### config.mk
export PLATFORM = sky130hd
export DESIGN_NAME = gate_bist_ctrl
export DESIGN_NICKNAME = d
export VERILOG_FILES = /design/src/rtl/gate_bist_pkg.sv /design/src/rtl/gate_golden_model.sv /design/src/rtl/gate_bist_ctrl.sv
export SDC_FILE = /design/constraint.sdc
export NUM_CORES = 1
export LEC_CHECK = 0
export CAP_MARGIN = 10
export CORE_UTILIZATION = 40
export CTS_CLUSTER_SIZE = 10
export DETAILED_ROUTE_END_ITERATION = 7
export DONT_BUFFER_PORTS = 1
export HOLD_SLACK_MARGIN = 0.08
export SLEW_MARGIN = 20
export SYNTH_ARGS = -nofsm -noshare
export SYNTH_HDL_FRONTEND = slang
export SYNTH_SLANG_ARGS = --single-unit
### constraint.sdc
create_clock -name clk -period 2.2 [get_ports clk]
set_input_delay 0.44 -clock clk [delete_from_list [all_inputs] [get_ports clk]]
set_output_delay 0.44 -clock clk [all_outputs]
set_load 0.01 [all_outputs]
### src/rtl/gate_bist_pkg.sv
// Shared definitions for the gate-array BIST controller: lane map, FSM states
// and the golden response per input pattern.
package gate_bist_pkg;

    localparam int N_LANES = 5;

    localparam int LANE_AND  = 0;
    localparam int LANE_OR   = 1;
    localparam int LANE_NOTA = 2;
    localparam int LANE_NAND = 3;
    localparam int LANE_NOR  = 4;

    typedef enum logic [1:0] {
        IDLE  = 2'd0,
        APPLY = 2'd1,
        CHECK = 2'd2,
        DONE  = 2'd3
    } state_t;

    // Golden y vector for pattern p = {a,b} with every lane driven identically.
    function automatic logic [N_LANES-1:0] gate_expected(input logic [1:0] p);
        logic                a;
        logic                b;
        logic [N_LANES-1:0]  y;
        a = p[1];
        b = p[0];
        y = '0;
        y[LANE_AND]  = a & b;
        y[LANE_OR]   = a | b;
        y[LANE_NOTA] = ~a;
        y[LANE_NAND] = ~(a & b);
        y[LANE_NOR]  = ~(a | b);
        return y;
    endfunction

endpackage

### src/rtl/gate_golden_model.sv
// Combinational reference of the gate array: per-lane expected y from the
// same a/b stimulus the controller drives into the real array.
module gate_golden_model
    import gate_bist_pkg::*;
(
    input  logic [N_LANES-1:0] a,
    input  logic [N_LANES-1:0] b,
    output logic [N_LANES-1:0] y
);

    assign y[LANE_AND]  = a[LANE_AND] & b[LANE_AND];
    assign y[LANE_OR]   = a[LANE_OR] | b[LANE_OR];
    assign y[LANE_NOTA] = ~a[LANE_NOTA];
    assign y[LANE_NAND] = ~(a[LANE_NAND] & b[LANE_NAND]);
    assign y[LANE_NOR]  = ~(a[LANE_NOR] | b[LANE_NOR]);

endmodule

### src/rtl/gate_bist_ctrl.sv
// BIST sequencer for the 5-lane gate array: walks the four {a,b} patterns,
// settles, checks y_obs against the golden model and keeps sticky results.
//
//  state | meaning
//  IDLE  | drives 0, waiting for start
//  APPLY | pattern p driven, settle counter running 0..SETTLE_CYC-1
//  CHECK | pattern p still driven, y_obs compared and results updated
//  DONE  | run complete, results held, drives 0
module gate_bist_ctrl
    import gate_bist_pkg::*;
#(
    parameter int SETTLE_CYC = 2,
    parameter int CNT_W      = 4
)
(
    input  logic               clk,
    input  logic               rst,
    input  logic               start,
    input  logic               abort,
    output logic [N_LANES-1:0] a_drv,
    output logic [N_LANES-1:0] b_drv,
    input  logic [N_LANES-1:0] y_obs,
    output logic               busy,
    output logic               done,
    output logic               pass,
    output logic [N_LANES-1:0] fail_mask,
    output logic [1:0]         first_fail_pat
);

    localparam logic [CNT_W-1:0] SETTLE_LAST = CNT_W'(SETTLE_CYC - 1);

    state_t             state;
    state_t             state_n;
    logic [1:0]         p;
    logic [1:0]         p_n;
    logic [CNT_W-1:0]   cnt;
    logic [CNT_W-1:0]   cnt_n;
    logic [N_LANES-1:0] fail_mask_n;
    logic [1:0]         first_fail_pat_n;
    logic               done_n;
    logic               busy_n;
    logic [N_LANES-1:0] a_drv_n;
    logic [N_LANES-1:0] b_drv_n;
    logic [N_LANES-1:0] exp_y;
    logic [N_LANES-1:0] mism;

    gate_golden_model u_golden (
        .a (a_drv),
        .b (b_drv),
        .y (exp_y)
    );

    // Case-equality so an X/Z on y_obs counts as a mismatch.
    always_comb begin
        mism = '0;
        for (int i = 0; i < N_LANES; i++) begin
            mism[i] = (y_obs[i] !== exp_y[i]);
        end
    end

    always_comb begin
        state_n          = state;
        p_n              = p;
        cnt_n            = cnt;
        fail_mask_n      = fail_mask;
        first_fail_pat_n = first_fail_pat;
        done_n           = done;

        case (state)
            IDLE, DONE: begin
                if (abort) begin
                    state_n = IDLE;
                    done_n  = 1'b0;
                    if (start) begin
                        fail_mask_n      = '0;
                        first_fail_pat_n = 2'd0;
                    end
                end else if (start) begin
                    state_n          = APPLY;
                    p_n              = 2'd0;
                    cnt_n            = '0;
                    fail_mask_n      = '0;
                    first_fail_pat_n = 2'd0;
                    done_n           = 1'b0;
                end
            end
            APPLY: begin
                if (abort) begin
                    state_n = IDLE;
                    p_n     = 2'd0;
                    cnt_n   = '0;
                end else if (cnt == SETTLE_LAST) begin
                    state_n = CHECK;
                    cnt_n   = '0;
                end else begin
                    cnt_n = cnt + 1'b1;
                end
            end
            CHECK: begin
                if (abort) begin
                    state_n = IDLE;
                    p_n     = 2'd0;
                end else begin
                    fail_mask_n = fail_mask | mism;
                    if ((fail_mask == '0) && (mism != '0)) begin
                        first_fail_pat_n = p;
                    end
                    if (p == 2'd3) begin
                        state_n = DONE;
                        p_n     = 2'd0;
                        done_n  = 1'b1;
                    end else begin
                        state_n = APPLY;
                        p_n     = p + 2'd1;
                    end
                end
            end
            default: state_n = IDLE;
        endcase

        // Outputs are registered from the next state so they line up with it.
        busy_n  = (state_n == APPLY) || (state_n == CHECK);
        a_drv_n = busy_n ? {N_LANES{p_n[1]}} : '0;
        b_drv_n = busy_n ? {N_LANES{p_n[0]}} : '0;
    end

    always_ff @(posedge clk or posedge rst) begin
        if (rst) begin
            state          <= IDLE;
            p              <= 2'd0;
            cnt            <= '0;
            busy           <= 1'b0;
            done           <= 1'b0;
            a_drv          <= '0;
            b_drv          <= '0;
            fail_mask      <= '0;
            first_fail_pat <= 2'd0;
        end else begin
            state          <= state_n;
            p              <= p_n;
            cnt            <= cnt_n;
            busy           <= busy_n;
            done           <= done_n;
            a_drv          <= a_drv_n;
            b_drv          <= b_drv_n;
            fail_mask      <= fail_mask_n;
            first_fail_pat <= first_fail_pat_n;
        end
    end

    assign pass = done & (fail_mask == '0);

endmodule

==> results of run 1 <==
## path summary, 6_finish.rpt
kind	cells past startpoint	from	endpoint	slack (ns)
worst min register to register	1	cnt[3]	cnt[3]	0.49
worst min-delay path	1	rst	b_drv[3]	0.13
max in group asynchronous	1	rst	done	1.63
worst max register to register	7	state[0]	first_fail_pat[0]	0.34
min in group clk	1	abort	state[1]	0.21
worst max-delay path	7	state[0]	first_fail_pat[0]	0.34
## routing by layer
| metal | GRT usage, % | share of wire (%) | wire length, um |
|---|---|---|---|
| met4 | 9.40 | 1.4 | 27 |
| met1 | 16.1 | 42 | 826 |
| met2 | 27.9 | 48 | 950 |
| met3 | 3.33 | 8.7 | 173 |
| met5 | 0 | 0 | 0 |
## layout by cell type, fill, tap and decap left out, types with 2 or more instances in the layout
cell type / instances
dfrtp_1: 19
xor2_1: 3
xnor2_1: 5
mux2i_1: 2
o21ai_0: 10
ha_1: 5
nor3_1: 2
nor2_1: 11
inv_1: 10
clkbuf_4: 3
buf_4: 2
nand2b_1: 3
and2_1: 3
nor3b_1: 2
nand2_1: 11
a21oi_1: 11
## cells by family after synthesis
| group | count (synthesis) |
|---|---|
| and+or+nand+nor | 37 |
| muxes | 2 |
| adders and majority gates | 5 |
| xor gates and xnor gates | 8 |
| buffers and inverters | 21 |
| AOI/OAI and AO/OA | 30 |
| DFF | 19 |
## cell usage after synthesis, types with 3 or more instances
cell type and number:
inv_1 10, a21oi_1 11, ha_1 5, o21ai_0 10, nand2b_1 3, dfrtp_1 19
nand2_1 11, xnor2_1 5, nor2_1 11, and2_1 3, xor2_1 3, buf_4 8
## report_power, final
group | switching [W] | total, W | internal (W)
logic | 0.000277 | 0.000437 | 0.000160
clock network | 0.0000993 | 0.000170 | 0.0000704
registers | 0.000103 | 0.000540 | 0.000437
total | 0.000480 | 0.00115 | 0.000668
## registers in the layout, summed over array words and instances, names as in the netlist
| signal | cells |
|---|---|
| a_drv | 1 |
| b_drv | 1 |
| busy | 1 |
| cnt | 4 |
| done | 1 |
| fail_mask | 5 |
| first_fail_pat | 2 |
| p | 2 |
| state | 2 |
## worst max-delay path, cell delays in order (launching register included)
cell and delay, ns:
dfrtp_1 0.43, inv_1 0.07, ha_1 0.37, nor2_1 0.12, a21oi_1 0.12, and2_1 0.27
o2111ai_2 0.20, mux2i_1 0.16
## layout make-up
class | count | area [um^2] | share of cell area (%)
Tap cell | 30 | 37.5 | 3.36
Timing Repair Buffer | 2 | 15.0 | 1.35
Clock buffer | 4 | 26.3 | 2.35
Multi-Input combinational cell | 82 | 524 | 47.0
Inverter | 10 | 37.5 | 3.36
Sequential cell | 19 | 475 | 42.6
## stage by stage
step	instance area, um^2	instances	util (%)	hold WS, ns
floorplan	1120	122	-	0.391
global placement	1090	143	42.4	0.473
detailed placement	1090	143	42.4	0.472
CTS	1120	147	43.5	0.158
global route	1120	147	43.5	0.186
finish	1120	147	43.5	0.132
==> results.md, run 1 <==
* Status: completed
* CTS Root Cell: clkbuf_4
* Synthesized flop and latch total at 19
* Post-Synth XOR/XNOR Area at 6.28%
* Slew Limit Fails at 0
* Register area share after synthesis at a little over two fifths
* Die Wd at 54.8 um
* Max rail drop VDD at 0.399 mV
* WP data arrival at 2.03 ns
* CTS tree: yes
* # clock sinks at 19
* GRT Residual Overflow at 0
* Hold Vio Cnt, Final at 0
* Final WL at 1980 um
* Largest net degree at the start of global routing at 20
* Initial core utilization at 43.5%
* Via count at 796
* Die height at 54.8 um
* Overall Power at 0.00115 W
* Multiplexer area fraction after synthesis at 1.79%
* # fillers at 263
* Synth area leader: dfrtp_1
* Synth Area in Adders at 5.61%
* Post-route ant nets at 0
* Place WS at around 0.36 ns
* RSZ-0062 raised after global routing: false
* Highest Clock Rate at 0.539 GHz
* PortBufs at 0
* Power density over the cells at 1030 nW/um^2
* Setup_tns at 0 ns
* Share of layout cells above drive strength 1 at 5.98%
* P&R area growth vs syn at 0%
* Max-slew headroom at 54.3%
* Die ar. at 3010 um^2
* Postcts setup bufs at 0
* Yosys warning total at 0
* Post-Synth Simple-Gate Area at 15.9%
* Final WS setup at about 0.34 ns
* WS Path Type: register to register
* HPWL after detailed placement at 1570 um
* Syn avg cell area at between 9 and 10 um^2
* H-tree Lvls at 1
* Number of global-route vias before repair at 789
* Dominant synthesized flop cell: dfrtp_1
* Routability congestion estimate at between 0.8 and 0.9
* Worst setup EP type: register
* Max-Cap Viols at 0
* First-pass GRT wire length at 3190 um
* Synth cell types at 31
* Worst skew pair latency at 0.29 ns
* Min cycle time layout at 1.86 ns
* Worst hold path class: input pin to async pin
* Std cell rows at 18
* Synth async-reset ratio at 100%
* Largest cells by area after synthesis: dfrtp_1, ha_1, buf_4
* CTS max path bufs at 2
* Synth Area in Compound Gates at 17.4%
* Mapped cell area at approximately 1100 um^2
* Nets@finish at 132
* Resize count post-CTS at 0
* Setup violators final at 0
* Area share of the largest cell type after synthesis at between 40% and 50%
* TritonRoute pass-1 iters at 4
* Critical path peak fanout at 11
* Mapped Nets at 136
* IO Count at 29
* Core Box Area at 2570 um^2
* Clock transition at the registers of the reported paths at 0.10 ns
* Initial antenna violation count at 0
* Num CTS Buffers at 3
* Hold_buf cts at 0
* Slew @ Worst Pin at 0.685 ns
* Fin crit share at a little over four fifths
* Vias per cell at 5.41
* Largest family of logic cells by synthesized area: compound AO/OA/AOI/OAI gates
* Crit path launch type: register
* Leakage at 0.511 nW
* Drc violations at 0
* Worst path required time at 2.37 ns
* N_diodes at 0
* Post-synthesis cell count at 122
* Average wire per standard cell at between 10 and 15 um
* Clock skew at roughly 0.0046 ns
* Initial drt markers at 12
* GR Util All Layers at 15.5%
* Number of flops mapped to enable cells by yosys at 0
(Power assumes the default switching activity.)
==> inputs of run 2 (changes only) <==
Clock period 2.2 ns to 1.8 ns, I/O delays scaled along.
==> results.md, run 2 (synthesis results as in run 1) <==
* P&R area growth vs syn at 5.61%
* GR Util All Layers at ~17%
* Initial core utilization at 43.5%
* Post-route ant nets at 0
* Clock skew at approximately 0.0040 ns
* Routability congestion estimate at about 0.9
* Num CTS Buffers at 3
* TritonRoute pass-1 iters at 4
* Std cell rows at 18
* Number of global-route vias before repair at 843
* Overall Power at 0.00151 W
* Hold_buf cts at 0
* PortBufs at 0
* Die ar. at 3010 um^2
* Slew @ Worst Pin at 0.727 ns
* Clock share of power at 14.6%
* CP Launch Point: fail_mask[3]
* R2r setup slk at roughly 0.20 ns
* Biggest register: fail_mask
* WP data arrival at between 1 and 1.5 ns
* FF-to-FF End: first_fail_pat[1]
* Min cycle time layout at roughly 1.7 ns
* Worst hold path class: input pin to async pin
* Largest net degree at the start of global routing at 20
* Fin crit share at 94.3%
* Area occupied by multi-input gates at 542 um^2
* Commonest cells after routing, fill and taps aside: dfrtp_1, nor2_1, a21oi_1, nand2_1
* Worst setup EP type: output port
* Worst skew pair latency at 0.30 ns
* Sequential power share at 43.8%
* WS Path Type: register to output port
* GRT Residual Overflow at 0
* Inst Count DP at about 150
* # fillers at around 250
* Worst r2r src: a_drv[3]
* Hold Vio Cnt, Final at 0
* Initial drt markers at 12
* Final WL at 2120 um
* Combinational share of power at around two fifths
* H-tree Lvls at 1
* Status: completed
* Register area at 475 um^2
* Average wire per standard cell at 13.9 um
* Switch share at 40.9%
* HPWL after detailed placement at approximately 1600 um
* Nets@finish at around 140
* CTS tree: yes
* Die Wd at approximately 55 um
* Die height at 54.8 um
* N_diodes at 0
* Worst path required time at roughly 1.4 ns
* CTS Root Cell: clkbuf_4
* CTS max path bufs at 2
* Max-slew headroom at 51.5%
* Via count at ~830
* Core Box Area at 2570 um^2
* Initial antenna violation count at 0
* Clock transition at the registers of the reported paths at 0.11 ns
* First-pass GRT wire length at ~3400 um
* Largest regs: fail_mask: 5 flops, cnt: 4 flops
* Max-Cap Viols at 0
* Final Non-Filler Cells at 153
* Max rail drop VDD at 0.519 mV
* Int Pwr at 0.000890 W
* Leakage at 0.544 nW
* Switch Pwr at 0.000616 W
* Max reg flops at 5
* Drc violations at 0
* Critical path peak fanout at 3
* R2R cell count at 5
* # clock sinks at 19
* Power density over the cells at 1280 nW/um^2
* Commonest non-fill, non-tap cell in the layout: dfrtp_1
* Setup violators final at 0
* Crit path launch type: register
* IO Count at 29
* Slew Limit Fails at 0
* Share of layout cells above drive strength 1 at approximately an eighth
* Highest Clock Rate at between 0.5 and 0.6 GHz
* Vias per cell at 5.42
## run 2: metal layers
layer	GRT usage, %	vias to the layer above	share of wire, %
li1	-	413	-
met1	18.1	386	44
met2	30.1	25	48
met3	3.33	5	6.2
met4	8.12	0	1.7
met5	0	-	0
## run 2: critical path, cell delays in order (launching register included)
cell and delay, ns:
dfrtp_1 0.44, nor3_1 0.33, and3_1 0.27
## run 2: repair_timing
action,4_1_cts,5_1_grt
endpoints found under the setup margin,0,5
setup buffers,0,1
resized for setup,0,3
## run 2: worst max-delay path by stage
stage | slack (ns) | endpoint
floorplan | 0.12 | first_fail_pat[0]
global placement | 0.18 | fail_mask[4]
detailed placement | 0.12 | a_drv[3]
CTS | 0.08 | pass
global route | -0.003 | a_drv[3]
finish | 0.10 | pass
## run 2: metrics by stage
stage	instance area, um^2	worst slack [ns]	hold slack [ns]	TNS, ns	util (%)
after global routing	1180	-0.00330	0.0985	-0.00330	45.9
final	1180	0.103	0.0565	0	45.9
after floorplan	1120	0.118	0.311	0	-
after detailed placement	1130	0.116	0.414	0	43.9
after global placement	1130	0.175	0.405	0	43.9
after CTS	1150	0.0812	0.0880	0	44.9
## run 2: cell type report
type / instances / area share, %
Clock buffer: 4 / 2.23
Inverter: 10 / 3.18
Tap cell: 30 / 3.18
Multi-Input combinational cell: 82 / 46.0
Sequential cell: 19 / 40.3
Timing Repair Buffer: 8 / 5.10
## run 2: power by group through the flow
| stage | sequential, W | clock, W | combinational, W |
|---|---|---|---|
| 2_1_floorplan | 0.000652 | 0 | 0.000453 |
| 3_3_place_gp | 0.000667 | 0 | 0.000575 |
| 3_5_place_dp | 0.000670 | 0 | 0.000583 |
| 6_report | 0.000660 | 0.000220 | 0.000626 |
| 4_1_cts | 0.000660 | 0.000224 | 0.000587 |
| 5_1_grt | 0.000676 | 0.000244 | 0.000725 |
==> inputs of run 3 (changes only) <==
Settings changed: ABC_AREA set to 1.
==> results.md, run 3 <==
* Status: completed
* Post-route ant nets at 0
* Synth Area in Compound Gates at 7.56%
* Die height at 55.1 um
* Post-Synth XOR/XNOR Area at under 10%
* Area share of the largest cell type after synthesis at 42.2%
* R2r setup slk at 0.20 ns
* Final WS setup at 0.186 ns
* Share of layout cells above drive strength 1 at 7.38%
* FF-to-FF End: a_drv[3]
* Synth cell types at 21
* TritonRoute pass-1 iters at 4
* WP data arrival at 1.25 ns
* Commonest cells after routing, fill and taps aside: nand2_1, inv_1, dfrtp_1, nor2_1, nand3_1
* Max-Cap Viols at 0
* Worst r2r src: state[0]
* Die Wd at 55.1 um
* Max rail drop VDD at between 0.5 and 0.6 mV
* Busiest grt layer: met2
* Largest family of logic cells by synthesized area: simple AND/OR/NAND/NOR gates
* Resize count post-CTS at 0
* Place WS at 0.222 ns
* Number of flops mapped to enable cells by yosys at 0
* Worst setup EP type: output port
* GR Util met3 at between 3 and 4%
* Final WL at 2170 um
* Worst path required time at approximately 1.4 ns
* Dominant synthesized flop cell: dfrtp_1
* Post-Synth Simple-Gate Area at between 20% and 30%
* Num CTS Buffers at 3
* Setup_tns at 0 ns
* GR Util All Layers at 15.6%
* Clock transition at the registers of the reported paths at 0.11 ns
* CTS Root Cell: clkbuf_4
* Mapped Nets at 165
* CTS max path bufs at 2
* Hold Vio Cnt, Final at 0
* Std cell rows at 18
* List of most frequent post-synthesis cells: nand2_1, inv_1, dfrtp_1
* Syn avg cell area at between 7 and 8 um^2
* Synth area leader: dfrtp_1
* R2R cell count at 11
* Core Box Area at 2570 um^2
* Routability congestion estimate at between 0.9 and 1
* Synthesized flop and latch total at 19
* Yosys warning total at 0
* Grt met2 use at a little under a quarter
* # clock sinks at 19
* Hold_buf cts at 0
* IO Count at 29
* CTS tree: yes
* Drc violations at 0
* Worst hold path class: input pin to async pin
* Clock skew at 0.00227 ns
* Synth Area in Adders at 5.56%
* Worst skew pair latency at ~0.29 ns
* P&R area growth vs syn at 1.78%
* WS Path Type: register to output port
* Power density over the cells at 909 nW/um^2
* H-tree Lvls at 1
* Crit path launch type: register
* PortBufs at 0
* Die ar. at 3030 um^2
* HPWL after detailed placement at 1740 um
* M1 GR Usage at approximately a fifth
* Min cycle time layout at 1.61 ns
* Largest cells by area after synthesis: dfrtp_1, nand2_1, inv_1
* Via count at 902
* Max-slew headroom at 52.0%
* Average wire per standard cell at ~12 um
* Number of global-route vias before repair at 746
* N_diodes at 0
* Largest regs: fail_mask: 5 flops, cnt: 4 flops
* Post-synthesis cell count at 151
* Fin crit share at between 80% and 90%
* Vias per cell at 5.04
* First-pass GRT wire length at 3220 um
* RSZ-0062 raised after global routing: false
* GRT Residual Overflow at 0
* Most numerous cell in the Yosys netlist: nand2_1
* Initial antenna violation count at 0
* Biggest register: fail_mask
* Multiplexer area fraction after synthesis at 0.889%
* Commonest non-fill, non-tap cell in the layout: nand2_1
* Initial drt markers at 22
* Fin area at about 1100 um^2
* Initial core utilization at a little over two fifths
* Max reg flops at 5
* Dpl cell area at approximately 1100 um^2
* Leakage at 0.629 nW
* Register area share after synthesis at 42.2%
* Final core utilization at between 40% and 50%
* Slew Limit Fails at 0
* Largest net degree at the start of global routing at 20
* Slew @ Worst Pin at 0.719 ns
* Setup violators final at 0
* Highest Clock Rate at just over 0.6 GHz
* Postcts setup bufs at 0
* Nets@finish at 164
* Synth async-reset ratio at 100%
* Critical path peak fanout at 3
* Mapped cell area at 1130 um^2
-- run 3: cell types whose count changed in the layout (fill, tap and decap cells not counted), sizes merged, moves of 5 or more --
cell,before,now
nand2,11,34
inv,10,31
nand3,1,13
o21ai,10,2
buf,8,2
nor2,11,16
-- run 3: metal layers --
metal	wire length [um]	vias up
li1	-	461
met1	1050	417
met2	967	22
met3	148	2
met4	10	0
met5	0	-
-- run 3: area by class of cell --
type                    instances  area, um^2
fillers                       278        1420
flip-flops and latches         19         475
multi-input cells              93         474
inverters                      31         116
well taps                      30        37.5
clock buffers                   3        22.5
repair buffers                  2        15.0
clock inverters                 1        5.00
-- run 3: cells by family (layout without fill, tap and decap cells) --
family                     count (synthesis)  count (layout)
and+or+nand+nor                           68              68
buffers and inverters                     39              37
DFF                                       19              19
AOI/OAI and AO/OA                         16              16
adders and majority gates                  5               5
xor gates and xnor gates                   3               3
muxes                                      1               1
-- run 3: worst max-delay path, cell delays in order (launching register included) --
cell and delay (ns):
dfrtp_1 0.44, nor2_1 0.12, nand4_1 0.16, nor2_1 0.24
-- run 3: worst max path at each step --
stage,start,to,cells after the start
floorplan,state[0],b_drv[3],11
global placement,state[0],first_fail_pat[0],9
detailed placement,state[0],first_fail_pat[0],8
CTS,fail_mask[1],pass,3
global route,state[0],b_drv[3],11
finish,fail_mask[1],pass,3
-- run 3: power breakdown --
group	switching (W)	leakage, nW	internal [W]	total [W]
clock network	0.000128	0.0177	0.0000826	0.000210
logic	0.000175	0.357	0.0000890	0.000264
registers	0.0000785	0.254	0.000489	0.000567
total	0.000381	0.629	0.000660	0.00104
-- run 3: stage by stage --
stage / hold WS [ns] / cells / total power (W)
final: 0.0601 / 179 / 0.00104
after global routing: 0.110 / 179 / 0.00112
after CTS: 0.0899 / 179 / 0.00106
after detailed placement: 0.427 / 175 / 0.000840
after global placement: 0.415 / 175 / 0.000833
after floorplan: 0.311 / 151 / 0.000773
